[src/rtl/bf_wb_pkg.sv]
// Shared mode encodings, default latencies and reservation-slot layout
// for the Kyber butterfly write-back controller.
package bf_wb_pkg;

    localparam int WB_ADDR_W = 7;

    localparam logic [2:0] MODE_GS     = 3'd0;
    localparam logic [2:0] MODE_CT     = 3'd1;
    localparam logic [2:0] MODE_ADDSUB = 3'd2;
    localparam logic [2:0] MODE_MUL    = 3'd3;
    localparam logic [2:0] MODE_PWM    = 3'd4;

    localparam int LAT_CT_DEF  = 4;
    localparam int LAT_GS_DEF  = 6;
    localparam int LAT_AS_DEF  = 1;
    localparam int LAT_MUL_DEF = 3;
    localparam int MAX_LAT_DEF = 6;

    typedef struct packed {
        logic                 valid;
        logic [2:0]           mode;
        logic [WB_ADDR_W-1:0] addr_e;
        logic [WB_ADDR_W-1:0] addr_o;
    } slot_t;

endpackage

[src/rtl/bf_wb_slot_tracker.sv]
// Latency-matched reservation shift register: slot k moves to k-1 each cycle.
// With WB_HAZARD_EN defined it also flags in-flight destinations being read.
module bf_wb_slot_tracker
    import bf_wb_pkg::*;
#(
    parameter int MAX_LAT = MAX_LAT_DEF,
    parameter int LW      = $clog2(MAX_LAT + 2)
) (
    input  logic                 clk,
    input  logic                 rst_n,
    input  logic [LW-1:0]        lat_i,
    input  logic                 ins_i,
    input  slot_t                ent_i,
`ifdef WB_HAZARD_EN
    input  logic [WB_ADDR_W-1:0] rd_a_i,
    input  logic [WB_ADDR_W-1:0] rd_b_i,
    output logic                 hazard_o,
`endif
    output logic                 free_o,
    output logic                 busy_o,
    output slot_t                ret_o
);

    slot_t [MAX_LAT:1] slot_q;
    slot_t [MAX_LAT:1] slot_d;

    // Slot L+1 shifts into slot L on this edge; latency MAX_LAT never collides.
    always_comb begin
        free_o = 1'b1;
        for (int k = 2; k <= MAX_LAT; k++) begin
            if (int'(lat_i) + 1 == k && slot_q[k].valid) begin
                free_o = 1'b0;
            end
        end
    end

    always_comb begin
        busy_o = 1'b0;
        for (int k = 1; k <= MAX_LAT; k++) begin
            busy_o = busy_o | slot_q[k].valid;
        end
    end

`ifdef WB_HAZARD_EN
    always_comb begin
        hazard_o = 1'b0;
        for (int k = 1; k <= MAX_LAT; k++) begin
            if (slot_q[k].valid) begin
                if (slot_q[k].addr_e == rd_a_i ||
                    slot_q[k].addr_e == rd_b_i) begin
                    hazard_o = 1'b1;
                end
                if (slot_q[k].mode != MODE_MUL &&
                    (slot_q[k].addr_o == rd_a_i ||
                     slot_q[k].addr_o == rd_b_i)) begin
                    hazard_o = 1'b1;
                end
            end
        end
    end
`endif

    always_comb begin
        for (int k = 1; k < MAX_LAT; k++) begin
            slot_d[k] = slot_q[k+1];
        end
        slot_d[MAX_LAT] = '0;
        for (int k = 1; k <= MAX_LAT; k++) begin
            if (ins_i && int'(lat_i) == k) begin
                slot_d[k] = ent_i;
            end
        end
    end

    always_ff @(posedge clk or negedge rst_n) begin
        if (!rst_n) begin
            slot_q <= '0;
        end else begin
            slot_q <= slot_d;
        end
    end

    assign ret_o = slot_q[1];

endmodule

[src/rtl/bf_writeback_ctrl.sv]
// Butterfly write-back: issue throttling, result-port select, bank writes.
// Optional read-after-write issue hazard check enabled by WB_HAZARD_EN.
module bf_writeback_ctrl
    import bf_wb_pkg::*;
#(
    parameter int ADDR_W  = WB_ADDR_W,
    parameter int LAT_CT  = LAT_CT_DEF,
    parameter int LAT_GS  = LAT_GS_DEF,
    parameter int LAT_AS  = LAT_AS_DEF,
    parameter int LAT_MUL = LAT_MUL_DEF,
    parameter int MAX_LAT = MAX_LAT_DEF
) (
    input  logic              clk,
    input  logic              rst_n,
    input  logic              issue_valid,
    output logic              issue_ready,
    input  logic [2:0]        issue_mode,
    input  logic [ADDR_W-1:0] issue_addr_e,
    input  logic [ADDR_W-1:0] issue_addr_o,
`ifdef WB_HAZARD_EN
    input  logic [ADDR_W-1:0] rd_addr_a,
    input  logic [ADDR_W-1:0] rd_addr_b,
`endif
    input  logic [11:0]       bf_E,
    input  logic [11:0]       bf_O,
    input  logic [11:0]       bf_MUL,
    input  logic [11:0]       bf_ADD,
    input  logic [11:0]       bf_SUB,
    output logic              wr_en_e,
    output logic [ADDR_W-1:0] wr_addr_e,
    output logic [11:0]       wr_data_e,
    output logic              wr_en_o,
    output logic [ADDR_W-1:0] wr_addr_o,
    output logic [11:0]       wr_data_o,
    output logic              busy,
    output logic [15:0]       retire_cnt
);

    localparam int LW = $clog2(MAX_LAT + 2);

    logic [LW-1:0] lat;
    logic          rsvd;
    logic          free;
    logic          hazard;
    logic          ins;
    slot_t         ent;
    slot_t         ret;

    logic              en_e_q, en_o_q;
    logic [ADDR_W-1:0] addr_e_q, addr_o_q;
    logic [11:0]       data_e_q, data_o_q;
    logic [15:0]       cnt_q;

    always_comb begin
        lat  = LW'(LAT_CT);
        rsvd = 1'b0;
        case (issue_mode)
            MODE_GS:           lat = LW'(LAT_GS);
            MODE_CT, MODE_PWM: lat = LW'(LAT_CT);
            MODE_ADDSUB:       lat = LW'(LAT_AS);
            MODE_MUL:          lat = LW'(LAT_MUL);
            default:           rsvd = 1'b1;
        endcase
    end

    assign ent = '{valid:  1'b1,
                   mode:   issue_mode,
                   addr_e: issue_addr_e,
                   addr_o: issue_addr_o};

    assign issue_ready = rst_n & ~rsvd & free & ~hazard;
    assign ins         = issue_valid & issue_ready;

    bf_wb_slot_tracker #(
        .MAX_LAT (MAX_LAT),
        .LW      (LW)
    ) u_trk (
        .clk      (clk),
        .rst_n    (rst_n),
        .lat_i    (lat),
        .ins_i    (ins),
        .ent_i    (ent),
`ifdef WB_HAZARD_EN
        .rd_a_i   (rd_addr_a),
        .rd_b_i   (rd_addr_b),
        .hazard_o (hazard),
`endif
        .free_o   (free),
        .busy_o   (busy),
        .ret_o    (ret)
    );

`ifndef WB_HAZARD_EN
    assign hazard = 1'b0;
`endif

    // Result ports are valid in the retire cycle; capture them here.
    always_ff @(posedge clk or negedge rst_n) begin
        if (!rst_n) begin
            en_e_q   <= 1'b0;
            en_o_q   <= 1'b0;
            addr_e_q <= '0;
            addr_o_q <= '0;
            data_e_q <= '0;
            data_o_q <= '0;
            cnt_q    <= '0;
        end else begin
            en_e_q <= ret.valid;
            en_o_q <= ret.valid && (ret.mode != MODE_MUL);
            if (ret.valid) begin
                cnt_q    <= cnt_q + 16'd1;
                addr_e_q <= ret.addr_e;
                case (ret.mode)
                    MODE_ADDSUB: begin
                        data_e_q <= bf_ADD;
                        data_o_q <= bf_SUB;
                        addr_o_q <= ret.addr_o;
                    end
                    MODE_MUL: begin
                        data_e_q <= bf_MUL;
                    end
                    default: begin
                        data_e_q <= bf_E;
                        data_o_q <= bf_O;
                        addr_o_q <= ret.addr_o;
                    end
                endcase
            end
        end
    end

    assign wr_en_e    = en_e_q;
    assign wr_en_o    = en_o_q;
    assign wr_addr_e  = addr_e_q;
    assign wr_addr_o  = addr_o_q;
    assign wr_data_e  = data_e_q;
    assign wr_data_o  = data_o_q;
    assign retire_cnt = cnt_q;

endmodule

[config.mk]
export PLATFORM = sky130hd
export DESIGN_NAME = bf_writeback_ctrl
export DESIGN_NICKNAME = d
export VERILOG_FILES = /design/src/rtl/bf_wb_pkg.sv /design/src/rtl/bf_wb_slot_tracker.sv /design/src/rtl/bf_writeback_ctrl.sv
export SDC_FILE = /design/constraint.sdc
export NUM_CORES = 1
export LEC_CHECK = 0
export CAP_MARGIN = 40
export CORE_UTILIZATION = 30
export CTS_CLUSTER_SIZE = 14
export DETAILED_ROUTE_END_ITERATION = 8
export DONT_BUFFER_PORTS = 1
export PLACE_DENSITY_LB_ADDON = 0.3
export SLEW_MARGIN = 30
export SYNTH_ARGS = -nofsm -noshare
export SYNTH_HDL_FRONTEND = slang
export SYNTH_SLANG_ARGS = --single-unit
export TNS_END_PERCENT = 5
[constraint.sdc]
create_clock -name clk -period 1.7 [get_ports clk]
set_clock_uncertainty 0.05 [all_clocks]
set_input_delay 0.17 -clock clk [delete_from_list [all_inputs] [get_ports clk]]
set_output_delay 0.17 -clock clk [all_outputs]
set_load 0.1 [all_outputs]
==> flow_summary.yaml, run 1 <==
status:
  outcome: "complete, but fails checks"
  violations: "negative hold slack, negative setup slack"
setup_path:
  critical_path_peak_fanout: 2
  r2r_start: "u_trk.slot_q[89]$_DFF_PN0_"
  cp-end-kind: "output pin"
  max_stage_delay_ns: 0.41
  critical_path.startpoint: "u_trk.slot_q[35]$_DFF_PN0_"
  worstSetupPathType: "reg -> out"
  cp-start-kind: "register"
  worstPathArrival_ns: 1.54
  crit_family: "flip-flops"
  required_ns: 1.48
  cp_cell_sequence: "or2_4 > a21oi_2 > o21a_2 > buf_12"
  critPathBufInv: 1
  crit_slowest_cell: "dfrtp_2"
detailed_routing:
  drt.antenna.violating_nets: 0
  first_pass_iters: 4
  dr_total_vias: 3668
  route.detailed.wl_per_inst_um: 15.8
  drc_errors: 0
  viasPerCell: 4.50
  drt_wl_total_um: 12900
  drt-initial-drc-count: 165
die:
  die-height_um: 146
  dieArea_sq_um: 21400
  initial_utilization: 0.308
  core_sq_um: 20300
  ios: 138
  die_w_um: 146
  placementRows: 52
global_routing:
  grt_pass1_vias: 3985
  grt.total_usage: 0.129
  overflow: 0
  grt_pass1_wl_um: 21100
  grt_max_degree: 169
  antenna_found_initial: 0
timing:
  final_hold_viol_count: 164
  fmax_ghz: 0.567
  holdWs_ns: -0.605
  rsz0062_at_grt: "true"
  fin_crit_sh: 1.04
  setup_viol: 2
  drv_slew: 0
  fin_crit_ns: 1.76
  fin_ws_ns: -0.0640
cts:
  cts_inserted_buffers: 17
  cts_buffer_depth: 2
  root_buffer: "clkbuf_16"
  cts_hold_buffers: 54
  clk_latency_ns: 0.42
  htree_num_levels: 4
  cts.clk_slew.worst_paths_ns: 0.06
  cts_sinks: 164
  cts_tree: "done"
power_and_ir_drop:
  power_density_nw_per_um2: 1450
  irDropWorstVdd_mv: 0.603
  cellLeakagePower_nw: 3.88
synth:
  ys_warn_count: 0
  synth_common_cells: "dfrtp_1, mux2_2, clkbuf_1"
  synthTopCellsByArea: "dfrtp_1, mux2_2, clkbuf_1"
  syn_inst: 433
  ys_seq_area_frac: 0.657
  postSynthAreaPerCell_sq_um: 14.4
  ys_ff_latch: 164
  async_flop_share: 1.00
  synth_ff_type: "dfrtp_1"
  ys_types: 42
  synth_edf_count: 0
  syn_area_sq_um: 6250
  synth_most_common_cell: "dfrtp_1"
  yosys.area.top_type_share: 0.657
  synth_top_area_cell: "dfrtp_1"
cells_and_area:
  diodes: 0
  drive_gt1_frac: 0.418
  syn_to_final_growth_pct: 31.8
  design_area_sq_um: 8240
  finalNonFillerCells: 815
  final_nets: 613
run:
  max_cap_violations: 0
placed_design:
  placed_area_sq_um: 7010
  place_inst: 725
  hpwlAfterDp_um: 7890
  port_buffers: 0
  gp_congestion: 0.799
hold_path:
  hold_class: "in -> async"
==> path summary, 6_finish.rpt <==
| path | end | slack (ns) | depth (start not counted) |
|---|---|---|---|
| worst max register to register | u_trk.slot_q[54]$_DFF_PN0_ | 0.05 | 5 |
| worst max-delay path | issue_ready | -0.06 | 4 |
| min in group clk | u_trk.slot_q[68]$_DFF_PN0_ | 0.04 | 3 |
| worst min-delay path | retire_cnt[15]$_DFFE_PN0P_ | -0.60 | 0 |
| max in group asynchronous | u_trk.ret_o[15]$_DFF_PN0_ | 1.90 | 0 |
| worst min register to register | u_trk.slot_q[77]$_DFF_PN0_ | 0.30 | 0 |
==> cell usage in the layout, fill, tap and decap left out, types with 4 or more instances in the layout <==
cell,instances
xnor2_1,6
buf_12,5
and2_1,16
a2bb2oi_1,12
buf_4,72
inv_8,4
dlygate4sd3_1,54
mux2_2,87
nand2_1,8
dfrtp_1,155
clkbuf_16,17
nor4_1,5
dfrtp_2,9
nor2_1,4
mux2_4,6
xor2_1,10
o22ai_1,12
nand4_1,6
==> repair_timing <==
item | 4_1_cts | 5_1_grt
hold endpoints to repair | 248 | 164
gates resized for setup | 5 | 5
pin swaps | 5 | 5
setup buffers | 3 | 1
setup endpoints to repair | 2 | 5
==> worst register-to-register path: cells and delay by family (launching register included) <==
kind,cells,cell delay (ns)
simple gates,2,0.45
mux,1,0.29
buf+inv,2,0.36
flops,1,0.39
==> stage by stage <==
step	hold WS (ns)	power [mW]	setup slack (ns)	TNS, ns	util
floorplan	-0.176	7.18	-0.173	-1.17	-
global placement	-0.170	7.83	0.0371	0	0.345
detailed placement	-0.169	7.87	0.0572	0	0.345
CTS	-0.632	12.1	-0.0707	-0.125	0.404
global route	-0.639	12.4	-0.120	-0.228	0.406
finish	-0.605	12.0	-0.0640	-0.0931	0.406
==> area by class of cell <==
type,count,area (sq um)
Timing Repair Buffer,132,1190
Clock buffer,18,429
Multi-Input combinational cell,214,1960
Inverter,3,11.3
Tap cell,270,338
Fill cell,1884,12100
Sequential cell,164,4120
Clock inverter,14,191
==> logic make-up (layout without fill, tap and decap cells) <==
family	count (synthesis)	count (layout)	synth area share
AOI/OAI and AO/OA	35	35	0.0403
xor gates and xnor gates	16	16	0.0224
adders and majority gates	2	2	0.00360
buffers and inverters	57	167	0.0383
DFF	164	164	0.657
muxes	94	94	0.173
other	1	3	0.000600
and+or+nand+nor	64	64	0.0651
==> state kept, by name, indices dropped and copies added, names as in the netlist <==
| signal | count |
|---|---|
| u_trk.ret_o | 18 |
| wr_addr_e | 7 |
| wr_data_o | 12 |
| wr_en_e | 1 |
| wr_en_o | 1 |
| wr_data_e | 12 |
| wr_addr_o | 7 |
| retire_cnt | 16 |
| u_trk.slot_q | 90 |
==> where the power goes <==
part	leakage (nW)	switching [mW]	total (mW)	internal (mW)
clock network	0.303	1.67	4.04	2.37
registers	2.14	0.214	4.49	4.28
logic	1.44	2.56	3.45	0.884
total	3.88	4.44	12.0	7.53
==> per-layer routing <==
metal | global-route usage | routed length [um] | up-vias
met2 | 0.215 | 6530 | 129
met3 | 0.0409 | 726 | 22
met5 | 0 | 0 | -
met1 | 0.152 | 5370 | 1852
li1 | - | - | 1665
met4 | 0.0563 | 291 | 0
No activity file was read; power rests on OpenSTA's default activity.
==> run 2, diff against run 1 <==
--- a/config.mk
+++ b/config.mk
@@ -6,8 +6,10 @@
 export NUM_CORES = 1
 export LEC_CHECK = 0
 export CAP_MARGIN = 40
+export CELL_PAD_IN_SITES_DETAIL_PLACEMENT = 1
+export CELL_PAD_IN_SITES_GLOBAL_PLACEMENT = 2
 export CORE_UTILIZATION = 30
-export CTS_CLUSTER_SIZE = 14
+export CTS_CLUSTER_SIZE = 28
 export DETAILED_ROUTE_END_ITERATION = 8
 export DONT_BUFFER_PORTS = 1
 export PLACE_DENSITY_LB_ADDON = 0.3
==> flow_summary.yaml, run 2 (same netlist as run 1, synthesis figures left out) <==
status:
  outcome: "complete, but fails checks"
  violations: "negative hold slack, negative setup slack"
cts:
  clk_latency_ns: 0.42
  cts_buffer_depth: 2
  cts_inserted_buffers: 17
  htree_num_levels: 4
  cts_tree: "done"
  cts_sinks: 164
  cts.clk_slew.worst_paths_ns: 0.07
  root_buffer: "clkbuf_16"
cells_and_area:
  final_cell_mix: "dfrtp_1, mux2_2, buf_4"
  top_register: "u_trk.slot_q"
  final_common_cell: "dfrtp_1"
  syn_to_final_growth_pct: 30.4
  largest_reg_flops: 90
  drive_gt1_frac: 0.416
  diodes: 0
  post-route-util: 0.401
  final_nets: 609
detailed_routing:
  dr_total_vias: 3645
  drt.antenna.violating_nets: 0
  drt-initial-drc-count: 60
  route.detailed.wl_per_inst_um: 17.1
  drc_errors: 0
  viasPerCell: 4.49
  first_pass_iters: 4
  drt_wl_total_um: 13900
global_routing:
  grt_max_degree: 169
  antenna_found_initial: 0
  grt_pass1_wl_um: 22800
  grt_pass1_vias: 4134
  grt.total_usage: 0.139
  overflow: 0
timing:
  fin_crit_ns: 1.75
  drv_slew: 0
  final_hold_viol_count: 164
  holdWs_ns: -0.607
  fin_crit_sh: 1.03
  tns_ns: -0.0618
  fin_ws_ns: -0.0508
  rsz0062_at_grt: "true"
  setup_viol: 2
  fmax_ghz: 0.571
die:
  ios: 138
  die-height_um: 146
  placementRows: 52
  dieArea_sq_um: 21400
  core_sq_um: 20300
  die_w_um: 146
  initial_utilization: 0.308
power_and_ir_drop:
  total_power_mw: 11.5
  switching_share: 0.384
  power.switching_mw: 4.43
  cellLeakagePower_nw: 3.83
  clockPowerShare: 0.311
  p_seq_frac: 0.387
  comb_power_share: 0.302
  irDropWorstVdd_mv: 0.601
  power.internal_mw: 7.12
  power_density_nw_per_um2: 1420
setup_path:
  worstSetupPathType: "reg -> out"
  worstPathArrival_ns: 1.53
  cp-end-kind: "output pin"
  critical_path_peak_fanout: 2
  required_ns: 1.48
  cp-start-kind: "register"
placed_design:
  gp_congestion: 0.797
  port_buffers: 0
  hpwlAfterDp_um: 8770
  pre_cts_slack_ns: 0.0220
run:
  max_cap_violations: 0
hold_path:
  hold_class: "in -> async"
[run 2: stage by stage]
step                      area (sq um)  std cells
after detailed placement          7000        723
after global placement            7000        723
after global routing              8150        811
after CTS                         8110        810
final                             8150        811
after floorplan                   6260        435
[run 2: final cells by class]
type	instances	area [sq um]
Fill cell	2095	12200
Sequential cell	164	4120
Multi-Input combinational cell	214	1960
Timing Repair Buffer	128	1170
Clock buffer	19	443
Tap cell	270	338
Clock inverter	13	111
Inverter	3	11.3
[run 2: per-layer routing]
layer | vias to the layer above | GRT usage | wire (um)
li1 | 1676 | - | -
met2 | 115 | 0.237 | 7010
met4 | 0 | 0.0510 | 214
met5 | - | 0 | 0
met3 | 18 | 0.0434 | 782
met1 | 1836 | 0.165 | 5850
[run 2: final timing paths]
path	start	end	slack, ns	cells past startpoint
min in group clk	issue_valid	u_trk.slot_q[68]$_DFF_PN0_	0.01	3
hold reg to reg	u_trk.slot_q[98]$_DFF_PN0_	u_trk.slot_q[80]$_DFF_PN0_	0.30	0
max in group asynchronous	rst_n	wr_data_e[2]$_DFFE_PN0P_	1.94	0
setup / recovery	u_trk.slot_q[35]$_DFF_PN0_	issue_ready	-0.05	4
setup reg to reg	u_trk.slot_q[89]$_DFF_PN0_	u_trk.slot_q[59]$_DFF_PN0_	0.07	5
hold / removal	rst_n	retire_cnt[10]$_DFFE_PN0P_	-0.61	0
[run 2: repair_timing]
item / CTS / global route
endpoints found under the setup margin: 2 / 8
buffers inserted: 3 / 0
pin swaps: 4 / 3
endpoints found under the hold margin: 249 / 165
gates resized for setup: 4 / 6
hold buffers: 52 / 1
[run 2: power by group through the flow]
stage	Clock, mW	Sequential (mW)	Combinational (mW)
2_1_floorplan	0	6.57	0.611
6_report	3.59	4.47	3.48
4_1_cts	3.76	4.47	3.49
3_3_place_gp	0	4.53	3.30
5_1_grt	3.92	4.52	3.60
3_5_place_dp	0	4.55	3.35
[run 2: critical path: stages, from the launching register on]
cell     delay (ns)
dfrtp_2        0.42
or2_4          0.23
a21oi_2        0.11
o21a_2         0.17
buf_12         0.17
